File: config.mk
export PLATFORM = sky130hd
export DESIGN_NAME = vx_dp_ram_clr
export DESIGN_NICKNAME = d
export VERILOG_FILES = /design/src/rtl/vx_dp_ram_clr.sv
export SDC_FILE = /design/constraint.sdc
export NUM_CORES = 2
export LEC_CHECK = 0
export BUFFER_PORTS_ARGS = -buffer_cell sky130_fd_sc_hd__buf_2
export CORE_MARGIN = 4
export CORE_UTILIZATION = 40
export CTS_BUF_LIST = sky130_fd_sc_hd__clkbuf_8
export DETAILED_ROUTE_END_ITERATION = 8
export PLACE_DENSITY_LB_ADDON = 0.05
export SLEW_MARGIN = 20
export SYNTH_ARGS = -nofsm -noshare
export SYNTH_HDL_FRONTEND = slang
export SYNTH_SLANG_ARGS = --single-unit
File: constraint.sdc
create_clock -name clk -period 2.5 [get_ports clk]
set_input_delay 0.125 -clock clk [delete_from_list [all_inputs] [get_ports clk]]
set_output_delay 0.125 -clock clk [all_outputs]
set_load 0.02 [all_outputs]
File: src/rtl/vx_dp_ram_clr.sv
// Simple dual-port RAM (one write, one read port) with per-lane write enables,
// registered read path, optional output stage and a post-reset clear sequencer.
module vx_dp_ram_clr #(
  parameter int               DATAW      = 32,
  parameter int               SIZE       = 64,
  parameter int               WRENW      = 4,
  parameter int               OUT_REG    = 0,
  parameter int               RW_MODE    = 0,
  parameter int               RESET_RAM  = 1,
  parameter logic [DATAW-1:0] INIT_VALUE = '0,
  parameter int               ADDRW      = $clog2(SIZE)
) (
  input  logic             clk,
  input  logic             reset,
  output logic             ready,
  input  logic             write,
  input  logic [ADDRW-1:0] waddr,
  input  logic [WRENW-1:0] wren,
  input  logic [DATAW-1:0] wdata,
  input  logic             read,
  input  logic [ADDRW-1:0] raddr,
  output logic             rvalid,
  output logic [DATAW-1:0] rdata
);

  localparam int               LW        = DATAW / WRENW;
  localparam logic [ADDRW:0]   SIZE_W    = (ADDRW + 1)'(SIZE);
  localparam logic [ADDRW-1:0] LAST_ADDR = ADDRW'(SIZE - 1);

  localparam logic [1:0] ST_RST   = 2'd0;
  localparam logic [1:0] ST_CLEAR = 2'd1;
  localparam logic [1:0] ST_RUN   = 2'd2;

  if (!(WRENW == 1 || (DATAW % WRENW) == 0)) begin : g_bad_wrenw
    $error("vx_dp_ram_clr: DATAW must be a multiple of WRENW");
  end
  if (!(RW_MODE == 0 || RW_MODE == 1)) begin : g_bad_rw_mode
    $error("vx_dp_ram_clr: RW_MODE must be 0 or 1");
  end
  if (SIZE < 2) begin : g_bad_size
    $error("vx_dp_ram_clr: SIZE must be at least 2");
  end

  logic [DATAW-1:0] mem_q [SIZE];

  logic [1:0]       state_q, state_d;
  logic [ADDRW-1:0] clr_cnt_q, clr_cnt_d;
  logic             ready_q, ready_d;
  logic             clr_we_s;

  logic             wr_in_range_s, rd_in_range_s;
  logic             user_we_s, rd_fire_s;
  logic [ADDRW-1:0] rd_idx_s;
  logic [DATAW-1:0] rd_old_s, rd_merged_s, rd_word_s;

  logic             rvalid1_q;
  logic [DATAW-1:0] rdata1_q;

  // The first reset-free cycle (still in RST) already clears word 0, so the
  // whole array is filled in exactly SIZE cycles.
  always_comb begin
    state_d   = state_q;
    clr_cnt_d = clr_cnt_q;
    clr_we_s  = 1'b0;
    case (state_q)
      ST_RST: begin
        if (RESET_RAM != 0) begin
          clr_we_s  = 1'b1;
          clr_cnt_d = clr_cnt_q + ADDRW'(1);
          state_d   = ST_CLEAR;
        end else begin
          state_d   = ST_RUN;
        end
      end
      ST_CLEAR: begin
        clr_we_s = 1'b1;
        if (clr_cnt_q == LAST_ADDR) begin
          clr_cnt_d = '0;
          state_d   = ST_RUN;
        end else begin
          clr_cnt_d = clr_cnt_q + ADDRW'(1);
        end
      end
      ST_RUN: begin
        state_d = ST_RUN;
      end
      default: begin
        state_d   = ST_RST;
        clr_cnt_d = '0;
      end
    endcase
    ready_d = (state_d == ST_RUN);
  end

  // Sequencer state, clear counter and ready flag.
  always_ff @(posedge clk) begin
    if (reset) begin
      state_q   <= ST_RST;
      clr_cnt_q <= '0;
      ready_q   <= 1'b0;
    end else begin
      state_q   <= state_d;
      clr_cnt_q <= clr_cnt_d;
      ready_q   <= ready_d;
    end
  end

  // User-port qualification; out-of-range addresses never touch the array.
  always_comb begin
    wr_in_range_s = ({1'b0, waddr} < SIZE_W);
    rd_in_range_s = ({1'b0, raddr} < SIZE_W);
    user_we_s     = ready_q & write & ~reset & wr_in_range_s;
    rd_fire_s     = ready_q & read & ~reset;
    rd_idx_s      = rd_in_range_s ? raddr : '0;
  end

  // Read word selection, including the same-address bypass for RW_MODE=1.
  always_comb begin
    rd_old_s    = mem_q[rd_idx_s];
    rd_merged_s = rd_old_s;
    for (int i = 0; i < WRENW; i++) begin
      rd_merged_s[i*LW +: LW] = wren[i] ? wdata[i*LW +: LW] : rd_old_s[i*LW +: LW];
    end
    if (!rd_in_range_s) begin
      rd_word_s = '0;
    end else if ((RW_MODE != 0) && user_we_s && (waddr == raddr)) begin
      rd_word_s = rd_merged_s;
    end else begin
      rd_word_s = rd_old_s;
    end
  end

  // Storage array: clear writes and lane-masked user writes.
  always_ff @(posedge clk) begin
    if (clr_we_s && !reset) begin
      mem_q[clr_cnt_q] <= INIT_VALUE;
    end else if (user_we_s) begin
      for (int i = 0; i < WRENW; i++) begin
        if (wren[i]) begin
          mem_q[waddr][i*LW +: LW] <= wdata[i*LW +: LW];
        end
      end
    end
  end

  // First read stage; data holds when no read completes.
  always_ff @(posedge clk) begin
    if (reset) begin
      rvalid1_q <= 1'b0;
      rdata1_q  <= '0;
    end else begin
      rvalid1_q <= rd_fire_s;
      if (rd_fire_s) begin
        rdata1_q <= rd_word_s;
      end
    end
  end

  if (OUT_REG != 0) begin : g_out_reg
    logic             rvalid2_q;
    logic [DATAW-1:0] rdata2_q;

    // Second output stage, fully pipelined behind the first.
    always_ff @(posedge clk) begin
      if (reset) begin
        rvalid2_q <= 1'b0;
        rdata2_q  <= '0;
      end else begin
        rvalid2_q <= rvalid1_q;
        if (rvalid1_q) begin
          rdata2_q <= rdata1_q;
        end
      end
    end

    assign rvalid = rvalid2_q;
    assign rdata  = rdata2_q;
  end else begin : g_no_out_reg
    assign rvalid = rvalid1_q;
    assign rdata  = rdata1_q;
  end

  assign ready = ready_q;

endmodule
==> results.py <==
metrics = {
    "cells_and_area": {
        "syn_to_final_growth_pct": 25.5,
        "layout-drive-gt1-share_pct": 40.8,
        "fillCellCount": 16500,
        "nets": 5042,
        "final_cells": 7932,
        "final_common_cell": "edfxtp_1",
        "layout_common_cells": "edfxtp_1 (2048), mux4_2 (480), buf_4 (464), clkbuf_8 (381), mux2i_1 (211)",
    },
    "routing": {
        "drtIter0Drc": 4191,
        "wire_per_inst_um": 30.8,
        "postRouteAntennaNets": 0,
        "via_per_inst": 5.47,
        "vias": 43400,
        "wirelength_mm": 244,
        "drc": 0,
        "drtPass1Iterations": 5,
    },
    "power": {
        "vdd.ir_drop.worst_uv": 557,
        "pwr_density_cell_nw_per_um2": 688,
        "p_leak_nw": 34.5,
    },
    "clock_tree": {
        "cts_tree": "built",
        "cts_sinks": 2090,
        "clockRootBuffer": "clkbuf_8",
        "cts_buffers": 368,
        "insertion_delay_ns": 1.07,
        "h-tree-depth": 5,
        "clockBufferDepth": 4,
        "clk_pin_slew_worst_paths_ns": 0.06,
    },
    "logic_synthesis": {
        "avgSynthCellArea_um2": 20.9,
        "synth_warnings": 0,
        "syn_nets": 3927,
        "ys_async_sr_fraction_pct": 0,
        "synthesis.area_um2": 81200,
        "synth_edf_count": 2048,
        "synth_cells": 3874,
        "yosys_most_used_dff": "edfxtp_1",
        "synth_seq_cells": 2090,
        "ys_seq_area_share_pct": 76.8,
        "yosysUniqueCellTypes": 51,
    },
    "global_route": {
        "grt_overflow": 0,
        "grt_max_degree": 57,
        "grt_pass1_vias": 45700,
        "antenna_found_initial": 11,
        "grt_pass1_wl_mm": 348,
        "track_usage_pct": 23.3,
    },
    "timing": {
        "worst_slack_ns": -0.0878,
        "period_needed_ns": 2.59,
        "rsz0062_at_grt": "yes",
        "maxSlewHeadroom_pct": 31.8,
        "post-route-period-util_pct": 104,
        "hold_slack_ns": 0.117,
        "fmax_mhz": 386,
        "finalClockSkew_ns": 0.0548,
        "fin_tns_setup_ns": -17.12,
        "tightestPinTransition_ns": 1.02,
        "slew_viol_final": 0,
        "hold_violations": 0,
        "setup_violations": 580,
    },
    "floorplanning": {
        "die-area_um2": 210000,
        "die_h_um": 458,
        "rows": 165,
        "initial_utilization_pct": 40.2,
        "io_pins": 86,
        "chipWidth_um": 458,
        "core_um2": 202000,
    },
    "critical_path": {
        "critPathKind": "flop to flop",
        "crit_start": "ready$_SDFF_PP0_",
        "rr_startpoint": "ready$_SDFF_PP0_",
        "critPathCapture": "mem_q[42][25]$_DFFE_PP_",
        "worst_setup_path_end_kind": "flop",
        "start_kind": "flop",
        "critPathMaxFanout": 8,
        "r2r_end": "mem_q[42][25]$_DFFE_PP_",
        "reg2reg_depth": 12,
        "critPathRequiredTime_ns": 3.28,
        "crit_chain": "and3b_2, buf_12, nor3b_4, buf_4, buf_4, o21ai_2, buf_4, nand2_2, buf_12, buf_6, nor2_1, buf_4",
        "crit_path_max_incr_delay_ns": 0.41,
        "slowest_stage": "nor3b_4",
        "crit_top_cell": "buf_4",
        "cp.arrival_ns": 3.36,
        "r2r_slack_ns": -0.09,
    },
    "job": {
        "cap_violations": 0,
    },
    "placement": {
        "dpl.cell_count": 7156,
        "dp_hpwl_mm": 162,
        "port_buffers": 85,
        "gp_congestion": 0.794,
    },
    "run_status": {
        "status": "complete, but fails checks",
        "violations": "setup timing",
    },
    "worst_hold_path": {
        "hold_class": "primary input to flop",
    },
}
## routing by layer
layer  track usage, %  vias up  routed length (um)
li1                 -    18400                   -
met1             33.0    23300              107000
met2             37.8     1307              118000
met3             3.92      339               12600
met4             6.33        0                6630
met5                0        -                   0
## through the flow
stage | utilization, % | setup WS (ns) | instance area [um^2] | total power, W
2_1_floorplan | - | -0.151 | 81200 | 0.0403
3_3_place_gp | 45.2 | -1.05 | 91300 | 0.0419
3_5_place_dp | 45.2 | -1.07 | 91300 | 0.0419
4_1_cts | 49.9 | -0.212 | 101000 | 0.0709
5_1_grt | 50.4 | -0.161 | 102000 | 0.0728
6_report | 50.4 | -0.0878 | 102000 | 0.0701
## worst min path at each step
stage	from	end	cells after the start
global route	wdata[9]	mem_q[29][9]$_DFFE_PP_	3
detailed placement	wdata[14]	mem_q[28][14]$_DFFE_PP_	2
floorplan	raddr[5]	rdata[12]$_SDFFE_PP0P_	3
CTS	wren[2]	mem_q[56][18]$_DFFE_PP_	7
global placement	wdata[14]	mem_q[28][14]$_DFFE_PP_	2
finish	wdata[9]	mem_q[29][9]$_DFFE_PP_	3
## cell type report
| cell class | instances | area [um^2] | area share, % |
|---|---|---|---|
| antenna | 3 | 7.51 | 0.00737 |
| clock buffer | 381 | 5240 | 5.15 |
| clock inverter | 257 | 1260 | 1.24 |
| inverter | 4 | 16.3 | 0.0160 |
| multi-input combinational | 1556 | 19300 | 19.0 |
| sequential | 2090 | 62300 | 61.2 |
| tap | 2672 | 3340 | 3.28 |
| timing repair buffer | 969 | 10300 | 10.1 |
## power by group
part           total (W)  internal [W]  leakage (nW)  switching [W]
combinational    0.00340       0.00154          11.4        0.00186
sequential        0.0380        0.0380          19.3      0.0000294
clock             0.0286        0.0149          3.80         0.0138
## sequential cells by signal (all words and copies together) (netlist names)
name	flops
clr_cnt_q	6
rdata	32
rvalid	1
ready	1
state_q	2
mem_q	2048
## synthesized netlist by cell type, drive strengths merged, types with 5 or more instances
| cell type | count | share of area, % |
|---|---|---|
| a22oi | 68 | 0.63 |
| nor2b | 24 | 0.18 |
| and2 | 36 | 0.28 |
| o221ai | 9 | 0.097 |
| nor3 | 11 | 0.068 |
| buf | 147 | 1.1 |
| a311oi | 6 | 0.065 |
| a221oi | 21 | 0.27 |
| a221o | 5 | 0.062 |
| nand4 | 10 | 0.077 |
| nor2 | 291 | 1.3 |
| nand2b | 10 | 0.077 |
| o22ai | 21 | 0.16 |
| a211oi | 29 | 0.27 |
| o31ai | 5 | 0.046 |
| clkbuf | 78 | 0.36 |
| edfxtp | 2048 | 76 |
| o21ai | 43 | 0.27 |
| a21oi | 42 | 0.26 |
| dfxtp | 42 | 1.0 |
| mux4 | 480 | 13 |
| mux2 | 15 | 0.21 |
| mux2i | 211 | 2.6 |
| a31oi | 13 | 0.10 |
| nand3 | 40 | 0.25 |
| nand2 | 118 | 0.55 |
## worst max-delay path: cells and delay by family, from the launching register on
kind / cells / cell delay, ns
flops: 1 / 0.32
simple gates: 4 / 0.81
buf+inv: 7 / 1.10
compound gates: 1 / 0.07
## kinds of logic after synthesis
| kind of cell | count (synthesis) | synth area share, % |
|---|---|---|
| flip-flops | 2090 | 76.8 |
| multiplexers | 706 | 16.1 |
| adder cells (fa/ha/maj) | 1 | 0.0154 |
| AO/OA/AOI/OAI | 290 | 2.52 |
| AND/OR/NAND/NOR | 558 | 3.00 |
| buffers and inverters | 229 | 1.52 |
## timing repair
| item | CTS | global route |
|---|---|---|
| endpoints found under the setup margin | 3145 | 2001 |
| pin swaps | 55 | 34 |
| buffers inserted | 54 | 21 |
| hold buffers | 58 | 0 |
| endpoints found under the hold margin | 2267 | 0 |
| resized for setup | 469 | 218 |
| gates cloned | 2 | 0 |
(Power assumes the default switching activity.)
